--- config.mk ---
export PLATFORM = sky130hd
export DESIGN_NAME = mcpu_run_harness
export DESIGN_NICKNAME = d
export VERILOG_FILES = /design/src/rtl/mcpu_harness_pkg.sv /design/src/rtl/mcpu_harness_fifo.sv /design/src/rtl/mcpu_run_harness.sv
export SDC_FILE = /design/constraint.sdc
export NUM_CORES = 2
export LEC_CHECK = 0
export CAP_MARGIN = 20
export CORE_MARGIN = 1
export CORE_UTILIZATION = 57
export DETAILED_ROUTE_END_ITERATION = 16
export DONT_BUFFER_PORTS = 1
export PLACE_DENSITY = 0.75
export SLEW_MARGIN = 25
export SYNTH_ARGS = -nofsm -noshare
export SYNTH_HDL_FRONTEND = slang
export SYNTH_SLANG_ARGS = --single-unit
--- constraint.sdc ---
create_clock -name clk -period 2.55 [get_ports clk]
set_input_delay 0.1275 -clock clk [delete_from_list [all_inputs] [get_ports clk]]
set_output_delay 0.1275 -clock clk [all_outputs]
set_load 0.005 [all_outputs]
--- src/rtl/mcpu_harness_pkg.sv ---
// mcpu_harness_pkg
// Shared definitions for the MCPU run harness: the harness state encoding
// (also exposed on the 'state' output) and the default opcode values.
package mcpu_harness_pkg;

    localparam int STATE_W = 2;

    typedef enum logic [STATE_W-1:0] {
        ST_LOAD  = 2'd0,
        ST_RESET = 2'd1,
        ST_RUN   = 2'd2,
        ST_HALT  = 2'd3
    } state_e;

    // Default instruction encodings of the MCPU family core.
    localparam logic [5:0] DEF_OUT_OPCODE = 6'b111011;
    localparam logic [5:0] DEF_IDLE_INST  = 6'b111001;

endpackage

--- src/rtl/mcpu_harness_fifo.sv ---
// mcpu_harness_fifo
// Synchronous FIFO holding captured core outputs. The caller decides what
// happens to a push into a full FIFO; here such a push is simply not taken
// unless a pop happens in the same cycle, in which case both succeed.
// Ports:
//   clk, reset        : clock, synchronous active-high reset (flushes)
//   push, push_data   : write request and data
//   pop               : read request (ignored while empty)
//   rd_data           : head entry, valid while !empty
//   full, empty       : occupancy flags
module mcpu_harness_fifo #(
    parameter int WIDTH = 8,
    parameter int DEPTH = 8
) (
    input  logic             clk,
    input  logic             reset,
    input  logic             push,
    input  logic [WIDTH-1:0] push_data,
    input  logic             pop,
    output logic [WIDTH-1:0] rd_data,
    output logic             full,
    output logic             empty
);

    localparam int PTR_W = (DEPTH > 1) ? $clog2(DEPTH) : 1;
    localparam int CNT_W = PTR_W + 1;

    logic [WIDTH-1:0] mem_r [DEPTH];
    logic [PTR_W-1:0] wr_ptr_r;
    logic [PTR_W-1:0] rd_ptr_r;
    logic [CNT_W-1:0] count_r;
    logic             do_pop_s;
    logic             do_push_s;

    assign full      = (count_r == CNT_W'(DEPTH));
    assign empty     = (count_r == CNT_W'(0));
    assign do_pop_s  = pop && !empty;
    // A push into a full FIFO only lands when the head leaves this cycle.
    assign do_push_s = push && (!full || do_pop_s);
    assign rd_data   = mem_r[rd_ptr_r];

    // Entry storage; contents need no reset because count gates visibility.
    always_ff @(posedge clk) begin
        if (do_push_s) begin
            mem_r[wr_ptr_r] <= push_data;
        end
    end

    // Pointers and occupancy; DEPTH is a power of two so pointers wrap naturally.
    always_ff @(posedge clk) begin
        if (reset) begin
            wr_ptr_r <= PTR_W'(0);
            rd_ptr_r <= PTR_W'(0);
            count_r  <= CNT_W'(0);
        end else begin
            if (do_push_s) begin
                wr_ptr_r <= wr_ptr_r + PTR_W'(1);
            end
            if (do_pop_s) begin
                rd_ptr_r <= rd_ptr_r + PTR_W'(1);
            end
            case ({do_push_s, do_pop_s})
                2'b10:   count_r <= count_r + CNT_W'(1);
                2'b01:   count_r <= count_r - CNT_W'(1);
                default: count_r <= count_r;
            endcase
        end
    end

endmodule

--- src/rtl/mcpu_run_harness.sv ---
// mcpu_run_harness
// Run harness for the MCPU core: loadable program memory, core reset
// sequencing, OUT-instruction capture into a drainable FIFO, and a RUN cycle
// counter with an optional cycle limit.
// Optional feature macro MCPU_HARNESS_TIMESTAMP_EN: adds out_stamp, the RUN
// cycle count recorded with each captured value.
// Ports:
//   clk, reset                      : clock, synchronous active-high reset
//   load_we, load_addr, load_data   : program write port (LOAD state only)
//   start                           : leave LOAD and sequence the core reset
//   cpu_addr                        : core address/output bus
//   cpu_inst, cpu_reset             : instruction and reset to the core
//   out_data, out_valid, out_ready  : captured-output FIFO drain
//   out_stamp                       : capture cycle (timestamp build only)
//   cycles, state, halted, overflow : run status
module mcpu_run_harness
    import mcpu_harness_pkg::*;
#(
    parameter int                ADDR_W       = 8,
    parameter int                INST_W       = 6,
    parameter logic [INST_W-1:0] OUT_OPCODE   = INST_W'(DEF_OUT_OPCODE),
    parameter logic [INST_W-1:0] IDLE_INST    = INST_W'(DEF_IDLE_INST),
    parameter int                RESET_CYCLES = 2,
    parameter int                FIFO_DEPTH   = 8,
    parameter int                CYC_W        = 16,
    parameter int                MAX_CYCLES   = 10000
) (
    input  logic               clk,
    input  logic               reset,
    input  logic               load_we,
    input  logic [ADDR_W-1:0]  load_addr,
    input  logic [INST_W-1:0]  load_data,
    input  logic               start,
    input  logic [ADDR_W-1:0]  cpu_addr,
    output logic [INST_W-1:0]  cpu_inst,
    output logic               cpu_reset,
    output logic [ADDR_W-1:0]  out_data,
    output logic               out_valid,
    input  logic               out_ready,
`ifdef MCPU_HARNESS_TIMESTAMP_EN
    output logic [CYC_W-1:0]   out_stamp,
`endif
    output logic [CYC_W-1:0]   cycles,
    output logic [STATE_W-1:0] state,
    output logic               halted,
    output logic               overflow
);

    localparam int MEM_DEPTH = 1 << ADDR_W;
`ifdef MCPU_HARNESS_TIMESTAMP_EN
    localparam int FIFO_W = CYC_W + ADDR_W;
`else
    localparam int FIFO_W = ADDR_W;
`endif
    // The limit only applies when it is representable in the counter.
    localparam bit LIMIT_EN = (MAX_CYCLES > 0) &&
                              (longint'(MAX_CYCLES) < (longint'(1) << CYC_W));
    localparam logic [CYC_W-1:0] CYC_LAST  = CYC_W'(MAX_CYCLES - 1);
    localparam logic [CYC_W-1:0] CYC_LIMIT = CYC_W'(MAX_CYCLES);
    localparam logic [CYC_W-1:0] CYC_SAT   = {CYC_W{1'b1}};

    logic [INST_W-1:0] prog_mem_r [MEM_DEPTH];
    state_e            state_r;
    logic [3:0]        rst_cnt_r;
    logic [INST_W-1:0] inst_r;
    logic              cpu_reset_r;
    logic [CYC_W-1:0]  cycles_r;
    logic              halted_r;
    logic              overflow_r;

    logic [INST_W-1:0] fetch_s;
    logic              capture_s;
    logic              pop_s;
    logic              push_s;
    logic              drop_s;
    logic              fifo_full_s;
    logic              fifo_empty_s;
    logic [FIFO_W-1:0] fifo_wdata_s;
    logic [FIFO_W-1:0] fifo_rdata_s;

    assign fetch_s   = prog_mem_r[cpu_addr];
    // The instruction the core currently sees decides capture of the bus value.
    assign capture_s = (state_r == ST_RUN) && (inst_r == OUT_OPCODE);
    assign pop_s     = !fifo_empty_s && out_ready;
    assign push_s    = capture_s && (!fifo_full_s || pop_s);
    assign drop_s    = capture_s && fifo_full_s && !pop_s;

`ifdef MCPU_HARNESS_TIMESTAMP_EN
    assign fifo_wdata_s = {cycles_r, cpu_addr};
    assign out_stamp    = fifo_rdata_s[FIFO_W-1:ADDR_W];
`else
    assign fifo_wdata_s = cpu_addr;
`endif

    // Program memory write port; deliberately outside reset so programs survive it.
    always_ff @(posedge clk) begin
        if ((state_r == ST_LOAD) && load_we) begin
            prog_mem_r[load_addr] <= load_data;
        end
    end

    // Harness FSM with registered core-facing and status outputs.
    always_ff @(posedge clk) begin
        if (reset) begin
            state_r     <= ST_LOAD;
            rst_cnt_r   <= 4'd0;
            inst_r      <= IDLE_INST;
            cpu_reset_r <= 1'b1;
            cycles_r    <= CYC_W'(0);
            halted_r    <= 1'b0;
            overflow_r  <= 1'b0;
        end else begin
            if (drop_s) begin
                overflow_r <= 1'b1;
            end
            case (state_r)
                ST_LOAD: begin
                    inst_r      <= IDLE_INST;
                    cpu_reset_r <= 1'b1;
                    if (start) begin
                        state_r   <= ST_RESET;
                        rst_cnt_r <= 4'(RESET_CYCLES);
                    end
                end
                ST_RESET: begin
                    inst_r      <= IDLE_INST;
                    // Counter was loaded on entry, so release on its last cycle.
                    if (rst_cnt_r <= 4'd1) begin
                        state_r     <= ST_RUN;
                        cpu_reset_r <= 1'b0;
                        cycles_r    <= CYC_W'(0);
                    end else begin
                        cpu_reset_r <= 1'b1;
                        rst_cnt_r   <= rst_cnt_r - 4'd1;
                    end
                end
                ST_RUN: begin
                    if (LIMIT_EN && (cycles_r == CYC_LAST)) begin
                        state_r     <= ST_HALT;
                        halted_r    <= 1'b1;
                        cpu_reset_r <= 1'b1;
                        inst_r      <= IDLE_INST;
                        cycles_r    <= CYC_LIMIT;
                    end else begin
                        inst_r <= fetch_s;
                        if (cycles_r != CYC_SAT) begin
                            cycles_r <= cycles_r + CYC_W'(1);
                        end
                    end
                end
                ST_HALT: begin
                    inst_r      <= IDLE_INST;
                    cpu_reset_r <= 1'b1;
                end
                default: begin
                    state_r     <= ST_LOAD;
                    inst_r      <= IDLE_INST;
                    cpu_reset_r <= 1'b1;
                end
            endcase
        end
    end

    mcpu_harness_fifo #(
        .WIDTH (FIFO_W),
        .DEPTH (FIFO_DEPTH)
    ) u_fifo (
        .clk       (clk),
        .reset     (reset),
        .push      (push_s),
        .push_data (fifo_wdata_s),
        .pop       (pop_s),
        .rd_data   (fifo_rdata_s),
        .full      (fifo_full_s),
        .empty     (fifo_empty_s)
    );

    assign cpu_inst  = inst_r;
    assign cpu_reset = cpu_reset_r;
    assign out_data  = fifo_rdata_s[ADDR_W-1:0];
    assign out_valid = !fifo_empty_s;
    assign cycles    = cycles_r;
    assign state     = state_r;
    assign halted    = halted_r;
    assign overflow  = overflow_r;

endmodule

* After elaboration in Yosys (flattened, before gate mapping)
Memories as Yosys holds them, arrays and structs flattened. A register that Yosys moved wholly into a read port is not among the register bits.
Index checks and enable logic that the tools add are counted.
** Operators by class
- Add/sub/neg operators :: 6
- Magnitude comparators :: 1
- Eq/ne operators :: 14
- Mux-type cells :: 23
- Reduce and logical (&&, ||, !) cells :: 25
** Operators by type and width (number)
- 2-to-1 mux 16 bit :: 3
- case mux 16 bit (2 select lines) :: 1
- adder 16 x 1 -> 16 bit (second input constant) :: 1
- == test 16 x 14 -> 1 bit (second input constant) :: 1
- inequality test 16 bit (second input constant) :: 1
- case mux 4 bit (2 select lines) :: 2
- case mux 6 bit (2 select lines) :: 1
- logical AND 1 bit :: 8
- 2-to-1 mux 4 bit :: 2
- subtractor 4 x 1 -> 4 bit (second input constant) :: 2
- adder 3 x 1 -> 3 bit (second input constant) :: 2
- == test 2 bit (second input constant) :: 3
- == test 6 bit (second input constant) :: 1
- 2-to-1 mux 1 bit :: 6
- 2-to-1 mux 2 bit :: 3
- 2-to-1 mux 3 bit :: 2
- 2-to-1 mux 6 bit :: 1
- inequality test 2 bit (second input constant) :: 3
- case mux 2 bit (3 select lines) :: 1
- AND reduction 3 bit :: 2
- nonzero test 2 bit :: 3
- adder 4 x 1 -> 4 bit (second input constant) :: 1
- == test 2 x 1 -> 1 bit (second input constant) :: 2
- == test 4 bit (second input constant) :: 1
- 13 further kinds :: 16
** Word-level totals
- Flip-flop bits (word level) :: 41
- Memory bits (writable) :: 1600
- Bits of input ports :: 27
- Word-level logic and storage cells :: 81
- Memories kept :: 2
** Memory list
- prog_mem_r :: depth 256, width 6, rd ports 1, clocked after Yosys merged registers in 0, wr ports 1, RTL line mcpu_run_harness.sv:62 : logic [INST_W-1:0] prog_mem_r [MEM_DEPTH];
- u_fifo.mem_r :: depth 8, width 8, rd ports 1, clocked after Yosys merged registers in 1, wr ports 1, RTL line mcpu_harness_fifo.sv:28 : logic [WIDTH-1:0] mem_r [DEPTH];

* Logic depth before layout (Yosys ltp)
- Word-level depth :: 8
- Gate-level depth with buffers :: 14

* Hierarchy
Synthesis repeated with hierarchy kept, for this count alone.
** Unflattened totals
- Cells, all modules :: 3531
- Area total of the unflattened synthesis :: 65729.3 um^2
** Modules (own cells, without submodules)
- mcpu_run_harness :: times used 1, cells each 3355, area an instance 62526.2 um^2, seq. area each 46744.8 um^2
- mcpu_harness_fifo :: times used 1, cells each 176, area an instance 3203.1 um^2, seq. area each 2182.1 um^2

* Worst setup path after synthesis
Ideal clock, no wire load.
- Kind :: reg2reg
- Start point :: reg state_r[0], in the netlist state[0]
- End point :: reg u_fifo.count_r[2]
- Setup time :: 0.070 ns
- Arrival time :: 2.739 ns
- Data required time :: 2.480 ns
- Setup slack :: -0.260 ns
- Stages on the path, launching flop included :: 15
- Clock period less this slack :: 2.810 ns
- Cell sequence :: dfxtp_1 > inv_1 > ha_1 > clkbuf_1 > nand4_1 > nor3_1 > nor2b_1 > inv_1 > ha_1 > xor2_1 > ha_1 > a21oi_1 > xor2_1 > or3_1 > a21oi_1
** On the way
- Longest elaborated chain between the ends :: 6
- Elaborated cells on any way between the ends :: 8
- Classes of those cells :: eq/ne: 3; mux: 1; reduce/logical: 4
** RTL lines
- start: declaration :: RTL line mcpu_run_harness.sv:63 : state_e state_r;
- start signal: assignment :: RTL line mcpu_run_harness.sv:105 : state_r <= ST_LOAD;
- start signal: assignment :: RTL line mcpu_run_harness.sv:121 : state_r <= ST_RESET;
- start signal: assignment :: RTL line mcpu_run_harness.sv:129 : state_r <= ST_RUN;
- == test 2 bit (*) :: RTL line mcpu_run_harness.sv:83 : assign capture_s = (state_r == ST_RUN) && (inst_r == OUT_OPCODE);
- logical AND 1 bit (*) :: RTL line mcpu_run_harness.sv:83
- logical AND 1 bit (*) :: RTL line mcpu_run_harness.sv:85 : assign push_s = capture_s && (!fifo_full_s || pop_s);
- logical AND 1 bit (*) :: RTL line mcpu_harness_fifo.sv:39 : assign do_push_s = push && (!full || do_pop_s);
- == test 2 x 1 -> 1 bit / == test 2 bit (equally long branches) :: RTL line mcpu_harness_fifo.sv:62 : case ({do_push_s, do_pop_s})
- case mux 4 bit (2 select lines) / nonzero test 2 bit (equally long branches)
- end signal: assignment :: RTL line mcpu_harness_fifo.sv:63 : 2'b10: count_r <= count_r + CNT_W'(1);
- end signal: assignment :: RTL line mcpu_harness_fifo.sv:64 : 2'b01: count_r <= count_r - CNT_W'(1);
- end signal: assignment :: RTL line mcpu_harness_fifo.sv:65 : default: count_r <= count_r;
- end: declaration :: RTL line mcpu_harness_fifo.sv:31 : logic [CNT_W-1:0] count_r;
Mark *: on every way between the ends. The rest lies on a longest branch, timed or not.
A chain may end at the register's enable or synchronous reset.

* Worst setup path in the final report
Ends and elaborated chain as after synthesis.

==> flow_metrics.py <==
metrics = {
    "routing": {
        "drt-initial-drc-count": 5259,
        "firstDrtPassIters": 6,
        "wirelength_um": 171000,
        "via_count": 35900,
        "drc": 0,
        "ant_nets": 0,
        "viasPerCell": 6.70,
        "avgRoutedWirePerCell_um": 31.9,
    },
    "yosys": {
        "synth.most_common_cell": "edfxtp_1",
        "synth_cells": 3269,
        "synth-edff-count": 1600,
        "ys_ff_latch": 1644,
        "synth_area_um2": 64700,
        "yosysSeqAreaShare": 0.756,
        "synth_area_leaders": "edfxtp_1 74%, mux4_2 12%, nor2_1 1.8%",
        "synthFlopType": "edfxtp_1",
        "yosys.area.top_type": "edfxtp_1",
        "synth_common_cells": "1,600 x edfxtp_1, 358 x mux4_2, 305 x nor2_1, 107 x mux2i_1, 99 x clkbuf_1",
        "avgSynthCellArea_um2": 19.8,
        "ys_types": 72,
        "synth_top_area_share": 0.742,
        "async_flop_share": 0,
        "syn-num-nets": 3309,
        "yosys_warnings": 0,
    },
    "hold_path": {
        "min_to": "cycles[1]",
        "min_path_type": "input port to flop",
        "min_from": "reset",
        "min_path_cells": 1,
    },
    "worst_setup_path": {
        "critPathMaxFanout": 3,
        "cpPeakStageDelay_ns": 0.34,
        "cpMaxStageDelayCell": "nor3_4",
        "cp_cell_sequence": "inv_2, ha_4, nand4_1, nor3_4, nor2b_4, inv_2, ha_4, xor2_1, ha_2, a21oi_4, xor2_2, or3_1, a21oi_1",
        "startpoint_type": "flop",
        "r2r-start": "state[0]",
        "timing.rr.end": "u_fifo.count_r[2]",
        "crit_arrival_ns": 3.37,
        "reg2regPathDepth": 13,
        "worstSetupPathType": "flop to flop",
        "required_ns": 3.24,
        "r2r_slack_ns": -0.13,
        "cp-end-kind": "flop",
    },
    "power": {
        "pwr-share-comb": 0.063,
        "intPower_mw": 44.0,
        "switching_share": 0.212,
        "p_clk_frac": 0.403,
        "power.net_switching_mw": 11.8,
        "p_leak_nw": 24.3,
        "ir_drop_v": 0.000695,
        "seqPwrFrac": 0.534,
        "powerDensity_nw_per_um2": 745,
    },
    "timing": {
        "fin_worst_skew_ns": 0.0353,
        "worst_pin_slew_ns": 1.09,
        "min_period_ns": 2.68,
        "fin_crit_sh": 1.05,
        "setup_viol": 13,
        "whs_ns": -0.577,
        "finalHoldViolations": 1556,
        "relSlewSlack": 0.275,
        "setup_slack_ns": -0.126,
        "slew_viol_final": 0,
        "max_freq_ghz": 0.374,
        "rsz0062_at_grt": "yes",
    },
    "run_status": {
        "violations": "hold timing, setup timing",
        "status": "complete, but fails checks",
    },
    "cells_and_area": {
        "nNetsFinal": 3773,
        "drive_gt1_frac": 0.287,
        "utilization": 0.666,
        "stdcell_count": 5364,
        "fin_area_um2": 74900,
        "syn2layout_area_growth_pct": 15.7,
    },
    "floorplan": {
        "dieWidth_um": 339,
        "dieArea_um2": 115000,
        "die_h_um": 339,
        "pin_count": 63,
        "rows": 123,
        "start_util": 0.575,
        "core_um2": 112000,
    },
    "global_routing": {
        "overflow": 0,
        "grt_pass1_wl_um": 246000,
        "track_usage": 0.297,
        "antenna_found_initial": 2,
        "grt_pass1_vias": 36000,
        "grt_max_degree": 384,
    },
    "clock_network": {
        "clock-sinks": 1644,
        "root_buffer": "clkbuf_16",
        "clock_latency_ns": 0.77,
        "cts_tree": "built",
        "cts_made_buffers": 162,
        "cts_htree_levels": 4,
        "path_clk_slew_ns": 0.06,
        "cts_buffer_depth": 3,
    },
    "place": {
        "io_buffers": 0,
        "placed_cells": 5015,
        "gp_congestion": 0.917,
        "placed_cell_area_um2": 69200,
        "post-dp-hpwl_um": 95500,
    },
    "flow_run": {
        "maxCapViolCount": 0,
    },
}
-- critical path, delay by kind of cell, from the launching register on --
family,cells,cell delay [ns]
fa+ha+maj,3,0.55
flops,1,0.32
buf+inv,2,0.14
compound gates,2,0.30
simple gates,4,1.02
xor+xnor,2,0.26
-- kinds of logic after synthesis --
kind of cell / synth area share
flip-flops: 0.756
AND/OR/NAND/NOR: 0.0404
multiplexers: 0.151
AO/OA/AOI/OAI: 0.0323
buffers and inverters: 0.0165
adder cells (fa/ha/maj): 0.00251
XOR/XNOR: 0.00162
-- routing by layer --
| layer | routed length [µm] | part of all wire | track usage |
|---|---|---|---|
| met3 | 21400 | 0.13 | 0.0781 |
| met4 | 7990 | 0.047 | 0.132 |
| met1 | 61200 | 0.36 | 0.400 |
| met5 | 13 | 0.000076 | 0 |
| met2 | 80500 | 0.47 | 0.459 |
-- power groups by stage --
stage,Clock (mW),Combinational (mW),Sequential [mW]
3_5_place_dp,0,2.74,30.3
3_3_place_gp,0,2.67,30.3
4_1_cts,22.7,2.98,29.8
6_report,22.5,3.52,29.8
2_1_floorplan,0,1.96,30.4
5_1_grt,23.7,3.60,29.8
-- layout by cell type, fill, tap and decap left out, types with 7 or more instances in the layout --
cell type      count
nand2_1           78
dfxtp_1           40
dlygate4sd3_1     38
buf_4            430
diode_2            7
a211oi_1          21
a31oi_1           13
edfxtp_1        1600
clkinv_2          20
mux2_2            35
nand3_1           45
a22o_1            10
o221ai_1          38
clkbuf_16        169
buf_12            21
clkinv_1          41
mux4_2           365
o21ai_0           24
clkbuf_1          41
nor2_1           304
a22oi_1           34
a21oi_1           47
nor3_1            17
mux2i_1          105
nor2b_1           22
o22ai_1           44
inv_1             16
o211ai_1           8
nor4_1             9
nand4_1           25
bufinv_16          8
and2_1            11
nand2b_1          12
-- worst max-delay path by stage --
stage	from	to	slack, ns	depth (start not counted)
2_1_floorplan	state[0]	u_fifo.count_r[2]	0.03	14
3_5_place_dp	state[0]	u_fifo.count_r[2]	-0.43	13
6_report	state[0]	u_fifo.count_r[2]	-0.13	13
5_1_grt	state[0]	u_fifo.count_r[2]	-0.22	13
3_3_place_gp	cpu_addr[0]	cpu_inst[0]	-0.38	6
4_1_cts	prog_mem_r[180][0]	cpu_inst[0]	0.002	5
-- layout make-up --
| type | count | area, µm² |
|---|---|---|
| flip-flops and latches | 1644 | 48900 |
| fillers | 6941 | 37600 |
| multi-input cells | 1407 | 14900 |
| clock buffers | 209 | 4340 |
| repair buffers | 497 | 4200 |
| well taps | 1500 | 1880 |
| clock inverters | 79 | 592 |
| inverters | 21 | 82.6 |
| diodes | 7 | 17.5 |
-- registers in the layout, summed over array words and instances, names as in the netlist, named ones only --
register and count:
rst_cnt_r 4, u_fifo.count_r 4, cycles 16, halted 1, u_fifo.rd_ptr_r 3, state 2
overflow 1, cpu_inst 6, u_fifo.mem_r 64, u_fifo.wr_ptr_r 3, prog_mem_r 1536, cpu_reset 1
-- stage by stage --
stage / setup WS, ns / setup TNS [ns] / total power, mW
2_1_floorplan: 0.0259 / 0 / 32.3
3_3_place_gp: -0.377 / -0.864 / 33.0
3_5_place_dp: -0.430 / -1.47 / 33.1
4_1_cts: 0.00245 / 0 / 55.4
5_1_grt: -0.218 / -0.835 / 57.1
6_report: -0.126 / -0.718 / 55.8
-- what timing repair did --
item	4_1_cts	5_1_grt
gates cloned	0	3
gates resized for setup	18	27
pin swaps	8	4
hold buffers	43	1
endpoints found under the setup margin	28	30
endpoints found under the hold margin	1807	1565
buffers inserted	0	4
Power figures use the tool's default switching activity.
